==> src/rtl/r4_seq_pkg.sv <==
// Shared types and helpers for the radix-4 butterfly sequencer.
package r4_seq_pkg;

  typedef enum logic [1:0] {
    LOAD = 2'd0,
    RUN  = 2'd1,
    OUT  = 2'd2
  } state_e;

  // Wide enough to hold the largest butterfly latency (3).
  localparam int CNT_W = 2;

  function automatic logic [2:0] k_to_sel(input logic [1:0] k);
    logic [2:0] sel;
    case (k)
      2'd0:    sel = 3'b000;
      2'd1:    sel = 3'b001;
      2'd2:    sel = 3'b010;
      default: sel = 3'b100;
    endcase
    return sel;
  endfunction

  function automatic logic [1:0] digit_rev(input logic [1:0] k);
    return {k[0], k[1]};
  endfunction

endpackage

==> src/rtl/r4_seq_wait_cnt.sv <==
// Loadable down-counter; strobe is high while the count sits at zero,
// marking the cycle in which the butterfly result may be captured.
module r4_seq_wait_cnt
  import r4_seq_pkg::*;
#(
  parameter int LAT = 1
) (
  input  logic clk,
  input  logic rst,
  input  logic load,
  output logic strobe
);

  logic [CNT_W-1:0] cnt_q, cnt_d;

  always_comb begin
    cnt_d = cnt_q;
    if (load) begin
      cnt_d = CNT_W'(LAT);
    end else if (cnt_q != '0) begin
      cnt_d = cnt_q - CNT_W'(1);
    end
  end

  // NOTE: sequential state is updated with <= only, so every flop samples
  // the pre-edge value of its neighbours regardless of process order.
  always_ff @(posedge clk or posedge rst) begin
    if (rst) begin
      cnt_q <= '0;
    end else begin
      cnt_q <= cnt_d;
    end
  end

  assign strobe = (cnt_q == '0);

endmodule

==> src/rtl/r4_butter_seq.sv <==
// Radix-4 butterfly sequencer: load 4 samples, step X0..X3 through the
// butterfly, stream the 4 results. Define R4_SEQ_BITREV_EN for 0,2,1,3 output order.
module r4_butter_seq
  import r4_seq_pkg::*;
#(
  parameter int W      = 4,
  parameter int BF_LAT = 1
) (
  input  logic           CLK,
  input  logic           RST,
  input  logic           in_valid,
  output logic           in_ready,
  input  logic [W-1:0]   in_xr,
  input  logic [W-1:0]   in_xi,
  output logic           out_valid,
  input  logic           out_ready,
  output logic [W-1:0]   out_xr,
  output logic [W-1:0]   out_xi,
  output logic [1:0]     out_idx,
  output logic [4*W-1:0] bf_xr,
  output logic [4*W-1:0] bf_xi,
  output logic [2:0]     bf_c,
  input  logic [W-1:0]   bf_Xro,
  input  logic [W-1:0]   bf_Xio,
  output logic           busy,
  output logic           frame_done
);

  state_e       state_q, state_d;
  logic [1:0]   n_q, n_d;
  logic [1:0]   k_q, k_d;
  logic [1:0]   slot;
  logic [W-1:0] opr_q [4];
  logic [W-1:0] opr_d [4];
  logic [W-1:0] opi_q [4];
  logic [W-1:0] opi_d [4];
  logic [W-1:0] resr_q [4];
  logic [W-1:0] resr_d [4];
  logic [W-1:0] resi_q [4];
  logic [W-1:0] resi_d [4];
  logic         accept, xfer;
  logic         cnt_load, cnt_strobe;

  r4_seq_wait_cnt #(.LAT(BF_LAT)) u_wait_cnt (
    .clk    (CLK),
    .rst    (RST),
    .load   (cnt_load),
    .strobe (cnt_strobe)
  );

  // k_q doubles as the RUN capture index and the OUT transfer index.
  // NOTE: every always_comb output gets a default first so no path leaves
  // a signal unassigned and infers a latch.
  always_comb begin
    state_d   = state_q;
    n_d       = n_q;
    k_d       = k_q;
    opr_d     = opr_q;
    opi_d     = opi_q;
    resr_d    = resr_q;
    resi_d    = resi_q;
    cnt_load  = 1'b0;
    in_ready  = (state_q == LOAD);
    out_valid = (state_q == OUT);
    accept    = in_valid & in_ready;
    xfer      = out_valid & out_ready;
    unique case (state_q)
      LOAD: begin
        if (accept) begin
          opr_d[n_q] = in_xr;
          opi_d[n_q] = in_xi;
          n_d        = n_q + 2'd1;
          if (n_q == 2'd3) begin
            state_d  = RUN;
            cnt_load = 1'b1;
          end
        end
      end
      RUN: begin
        if (cnt_strobe) begin
          resr_d[k_q] = bf_Xro;
          resi_d[k_q] = bf_Xio;
          k_d         = k_q + 2'd1;
          if (k_q == 2'd3) begin
            state_d = OUT;
          end else begin
            cnt_load = 1'b1;
          end
        end
      end
      OUT: begin
        if (xfer) begin
          k_d = k_q + 2'd1;
          if (k_q == 2'd3) begin
            state_d = LOAD;
          end
        end
      end
      default: state_d = LOAD;
    endcase
  end

  always_comb begin
`ifdef R4_SEQ_BITREV_EN
    slot = digit_rev(k_q);
`else
    slot = k_q;
`endif
    bf_xr      = {opr_q[3], opr_q[2], opr_q[1], opr_q[0]};
    bf_xi      = {opi_q[3], opi_q[2], opi_q[1], opi_q[0]};
    bf_c       = (state_q == RUN) ? k_to_sel(k_q) : 3'b000;
    out_xr     = out_valid ? resr_q[slot] : '0;
    out_xi     = out_valid ? resi_q[slot] : '0;
    out_idx    = out_valid ? slot : 2'b00;
    busy       = !((state_q == LOAD) && (n_q == 2'd0));
    frame_done = xfer && (k_q == 2'd3);
  end

  // NOTE: the operand and result arrays are reset as well, because reset
  // must discard a partial frame and the operands drive bf_xr/bf_xi directly.
  always_ff @(posedge CLK or posedge RST) begin
    if (RST) begin
      state_q <= LOAD;
      n_q     <= '0;
      k_q     <= '0;
      opr_q   <= '{default: '0};
      opi_q   <= '{default: '0};
      resr_q  <= '{default: '0};
      resi_q  <= '{default: '0};
    end else begin
      state_q <= state_d;
      n_q     <= n_d;
      k_q     <= k_d;
      opr_q   <= opr_d;
      opi_q   <= opi_d;
      resr_q  <= resr_d;
      resi_q  <= resi_d;
    end
  end

endmodule
==> config.mk <==
export PLATFORM = sky130hd
export DESIGN_NAME = r4_butter_seq
export DESIGN_NICKNAME = d
export VERILOG_FILES = /design/src/rtl/r4_seq_pkg.sv /design/src/rtl/r4_seq_wait_cnt.sv /design/src/rtl/r4_butter_seq.sv
export SDC_FILE = /design/constraint.sdc
export NUM_CORES = 1
export LEC_CHECK = 0
export ABC_AREA = 1
export CAP_MARGIN = 5
export CORE_ASPECT_RATIO = 1.1
export CORE_MARGIN = 2
export CORE_UTILIZATION = 34
export CTS_BUF_LIST = sky130_fd_sc_hd__clkbuf_8
export CTS_CLUSTER_SIZE = 16
export DETAILED_ROUTE_END_ITERATION = 16
export HOLD_SLACK_MARGIN = 0.12
export PLACE_DENSITY = 0.63
export SYNTH_ARGS = -nofsm -noshare
export SYNTH_HDL_FRONTEND = slang
export SYNTH_SLANG_ARGS = --single-unit
==> constraint.sdc <==
create_clock -name CLK -period 7.43 [get_ports CLK]
set_input_delay 1.8575 -clock CLK [delete_from_list [all_inputs] [get_ports CLK]]
set_output_delay 1.8575 -clock CLK [all_outputs]
set_load 0.05 [all_outputs]
==> flow_summary.toml, run 1 <==
[cts]
post_cts_buffers = 0
cts_tree = "yes"
cts_made_buffers = 9
clkSinkCount = 72
hold_buffers = 0
clock_latency_ns = 0.34
cts.repair.resized = 0
cts_max_level = 3
path_clk_slew_ns = 0.07
clockBufferDepth = 2
cts_root_buffer = "clkbuf_8"

[timing]
final.setup.worst_slack_ns = 2.23
hold_viol = 0
slew_headroom = 0.387
slew_violations = 0
finalSetupTns_ns = 0
setup_viol = 0
period_needed_ns = 5.20
fmax_mhz = 192
worstMarginPinSlew_ns = 0.920
rsz0062_at_grt = "no"
fin_hold_ws_ns = 0.474
clock_skew_ns = 0.00750
fin_crit_sh = 0.700

[floorplan]
ios = 69
core_area_um2 = 9890
die-area_um2 = 11000
die_w_um = 100
initial_core_util = 0.351
fp-row-count = 38
die_y_um = 110

[finish]
nets = 543
drive_gt1_frac = 0.0734
synthToLayoutAreaGrowth_pct = 28.7
diodes = 0
post-route-cell-area_um2 = 4470
utilization = 0.452
stdcell_count = 638

[worst_setup_path]
crit_chain = "clkdlybuf4s50_1 > nand2_1 > nor2_1 > clkdlybuf4s50_1"
worstSetupEndpointType = "output pin"
worstSetupPathType = "primary input to output pin"
max_stage_delay_ns = 0.81
r2r_start = "k_q[0]"
cp.required_ns = 5.57
r2r_cells = 5
setup.worst_path.start_class = "primary input"
arrival_ns = 3.34
r2r_slack_ns = 5.41
crit_path_max_fanout = 2
timing.rr.end = "resi_q[15]"
slowest_stage = "clkdlybuf4s50_1"
crit_path_frequent_cell = "clkdlybuf4s50_1"

[status]
status = "completed"

[min_path]
min_to = "resi_q[3]"
hold_path_depth = 2
hp-start = "resi_q[3]"
hp-class = "flip-flop to flip-flop"

[yosys]
yosysMostFrequentCell = "nand2_1"
synth_edf_count = 0
ys_seq_area_frac = 0.519
synth_fp_nets = 471
yosysWarnings = 0
synth.top_cells.by_area = "dfrtp_1 (52%), nand2_1 (24%), inv_1 (5.9%)"
synth_top_area_share = 0.519
synth_top_area_cell = "dfrtp_1"
ys_top_cells_by_count = "nand2_1 (218), dfrtp_1 (72), inv_1 (55)"
postSynthRegisterBits = 72
async_flop_share = 1.00
synth_area_um2 = 3470
syn_avg_cell_area_um2 = 7.88
synth.distinct_cells = 20
synth_cells = 441
ys.flop_type = "dfrtp_1"

[global_routing]
antenna_found_initial = 0
grt_start_max_net_pins = 73
grt_pass1_vias = 2886
grt-busiest-layer = "met2"
grt_pass1_wl_mm = 14.3
grt_usage = 0.169
grt_use_met1 = 0.209
grt_overflow_total = 0
gr-usage-met2 = 0.275
groute.layer.met3.usage = 0.0662

[placement]
dp_hpwl_mm = 5.92
gp_congestion = 0.763
placed_area_um2 = 4260
placed_cells = 622
io_buffers = 68
pre_cts_slack_ns = 2.22

[pwr]
sequentialPowerShare = 0.335
clock_power_share = 0.158
ir_drop_mv = 0.281
powerDensity_nw_per_um2 = 474
switching_share = 0.473
totalPowerFinal_mw = 2.12
comb_power_share = 0.508
p_sw_mw = 1.00
internal_power_mw = 1.12
p_leak_nw = 2.34

[run]
cap_violations = 0

[detailed_routing]
drc = 0
drt_iter0_drc = 73
vias = 2930
dr.pass1.iters = 4
wl_per_cell_um = 13.4
viasPerCell = 4.59
ant_nets = 0
routed_wl_mm = 8.52
-- layout by cell type, fill, tap and decap left out --
cell type | netlist | final
clkdlybuf4s50_1 | 0 | 68
nor2_2 | 1 | 1
nand2_8 | 1 | 1
clkbuf_8 | 0 | 13
bufinv_16 | 0 | 1
dfrtp_1 | 72 | 72
nand3_4 | 1 | 1
nor2_4 | 8 | 8
nand3_1 | 27 | 27
nand2_2 | 5 | 5
clkinv_2 | 0 | 1
xor2_1 | 2 | 2
a21oi_1 | 9 | 9
nor2_1 | 9 | 9
o21ai_0 | 10 | 10
nand2_1 | 218 | 218
inv_1 | 55 | 55
inv_2 | 5 | 6
buf_4 | 1 | 1
ha_1 | 10 | 10
-- worst max-delay path, delay by kind of cell --
family,cells,cell delay (ns)
buffers and inverters,2,1.29
AND/OR/NAND/NOR,2,0.20
-- area by class of cell --
| cell class | count | area (um^2) |
|---|---|---|
| Tap cell | 120 | 150 |
| Clock buffer | 13 | 179 |
| Timing Repair Buffer | 69 | 688 |
| Fill cell | 1008 | 5420 |
| Multi-Input combinational cell | 301 | 1390 |
| Clock inverter | 3 | 38.8 |
| Sequential cell | 72 | 1800 |
| Inverter | 60 | 225 |
-- worst max-delay path by stage --
stage	from	to	cells past startpoint
2_1_floorplan	out_ready	frame_done	2
3_3_place_gp	out_ready	frame_done	4
3_5_place_dp	out_ready	frame_done	4
4_1_cts	out_ready	frame_done	4
5_1_grt	out_ready	frame_done	4
6_report	out_ready	frame_done	4
-- power by group through the flow --
stage	Clock (mW)	Combinational, mW	Sequential [mW]
floorplan	0	0.532	0.945
global placement	0	1.07	0.711
detailed placement	0	1.09	0.715
CTS	0.344	1.09	0.711
global route	0.361	1.19	0.740
finish	0.335	1.08	0.710
-- routing by layer --
metal / vias up / share of wire
li1: 1466 / -
met1: 1369 / 0.44
met2: 91 / 0.47
met3: 4 / 0.084
met4: 0 / 0.0061
met5: - / 0
-- flip-flops by register name (all words and copies together), names as in the netlist --
signal / count
bf_xr: 16
resi_q: 16
n_q: 2
resr_q: 16
state_q: 2
k_q: 2
bf_xi: 16
u_wait_cnt.cnt_q: 2
-- logic make-up after synthesis --
kind of cell,after synthesis,share of synthesized area
xor+xnor,2,0.00504
flops,72,0.519
compound gates,19,0.0274
fa+ha+maj,10,0.0360
simple gates,270,0.332
buf+inv,68,0.0814
Power figures use the tool's default switching activity.
==> run 2: changes to the inputs <==
- clock period: 7.43 -> 5.23 ns (I/O delays scaled with it)
==> flow_summary.toml, run 2 (synthesis results as in run 1) <==
[floorplan]
ios = 69
fp-row-count = 38
die_y_um = 110
die-area_um2 = 11000
core_area_um2 = 9890
die_w_um = 100
initial_core_util = 0.351

[worst_setup_path]
crit_chain = "ha_1 > nand2_1 > nor2_1 > clkdlybuf4s50_1"
slowest_stage = "clkdlybuf4s50_1"
cp.required_ns = 3.92
cp.depth = 4
worstSetupEndpointType = "output pin"
crit_buf_inv = 1
crit_path_max_fanout = 21
path_delay_family = "buffers and inverters"
worstSetupPathType = "flip-flop to output pin"
arrival_ns = 2.85
r2r_cells = 5
max_stage_delay_ns = 0.81
setup.worst_path.start_class = "flip-flop"

[detailed_routing]
dr.pass1.iters = 4
vias = 2895
drt_iter0_drc = 65
ant_nets = 0
wl_per_cell_um = 13.2
routed_wl_mm = 8.44
viasPerCell = 4.54
drc = 0

[finish]
final_common_cell = "nand2_1"
diodes = 0
layout_common_cells = "nand2_1 (218), dfrtp_1 (72), clkdlybuf4s50_1 (68)"
nets = 543
ff_latch_area_um2 = 1800
stdcell_count = 638
synthToLayoutAreaGrowth_pct = 27.7
drive_gt1_frac = 0.0695
multi_input_area_um2 = 1390
num-fill-cells = 997
post-route-cell-area_um2 = 4440

[cts]
post_cts_buffers = 0
clockBufferDepth = 2
clock_latency_ns = 0.35
cts.repair.resized = 0
path_clk_slew_ns = 0.07
hold_buffers = 0
cts_max_level = 3
cts_made_buffers = 9
cts_root_buffer = "clkbuf_8"
clkSinkCount = 72
cts_tree = "yes"

[timing]
worstMarginPinSlew_ns = 0.823
rsz0062_at_grt = "no"
clock_skew_ns = 0.00890
finalSetupTns_ns = 0
fin_crit_sh = 0.795
slew_violations = 0
setup_viol = 0
period_needed_ns = 4.16
fmax_mhz = 240
hold_viol = 0
fin_hold_ws_ns = 0.471
slew_headroom = 0.450

[pwr]
p_leak_nw = 2.33
ir_drop_mv = 0.340
powerDensity_nw_per_um2 = 665
totalPowerFinal_mw = 2.95

[min_path]
hp-class = "flip-flop to flip-flop"
hold_path_depth = 2

[placement]
io_buffers = 68
placed_area_um2 = 4260
dp_hpwl_mm = 5.95
gp_congestion = 0.762
placed_cells = 622

[status]
status = "completed"

[global_routing]
grt_usage = 0.168
grt_pass1_vias = 2857
grt_overflow_total = 0
antenna_found_initial = 0
grt_pass1_wl_mm = 14.3
grt_start_max_net_pins = 40

[run]
cap_violations = 0
## run 2: cell types whose count changed in the layout (fill, tap and decap cells not counted), sizes merged
cell    change
clkbuf      -4
clkinv      +2
inv         +2
## run 2: path summary, 6_finish.rpt
kind                       slack, ns          to  startpoint
min reg2reg                     0.47    bf_xi[1]    bf_xi[1]
min in group asynchronous       1.44    bf_xr[2]         RST
max reg2reg                     3.26  resr_q[15]      k_q[0]
max in group asynchronous       2.81   resi_q[0]         RST
min                             0.47    bf_xi[1]    bf_xi[1]
max                             1.07  frame_done      k_q[0]
## run 2: layout make-up
type / instances / share of cell area
multi-input combinational: 301 / 0.313
inverter: 60 / 0.0508
clock inverter: 7 / 0.0127
tap: 120 / 0.0339
clock buffer: 9 / 0.0279
timing repair buffer: 69 / 0.155
sequential: 72 / 0.406
## run 2: worst register-to-register path, cell delays in order (launching register included)
cell and delay (ns):
dfrtp_1 0.80, inv_2 0.34, ha_1 0.32, nand2_1 0.28, nand2_1 0.10, nand2_1 0.08
## run 2: where the power goes
part	total [mW]	switching [mW]	internal [mW]
combinational	1.53	1.03	0.493
clock	0.417	0.204	0.213
sequential	1.01	0.185	0.824
total	2.95	1.42	1.53
## run 2: metrics by stage
stage	worst slack (ns)	utilization
after global routing	0.866	0.449
after CTS	0.990	0.449
final	1.07	0.449
after floorplan	1.62	-
after global placement	1.12	0.430
after detailed placement	1.11	0.430
## run 2: per-layer routing
layer,global-route usage,wire (um)
met1,0.212,3860
met2,0.270,3830
met3,0.0599,597
met4,0.0558,149
met5,0,0
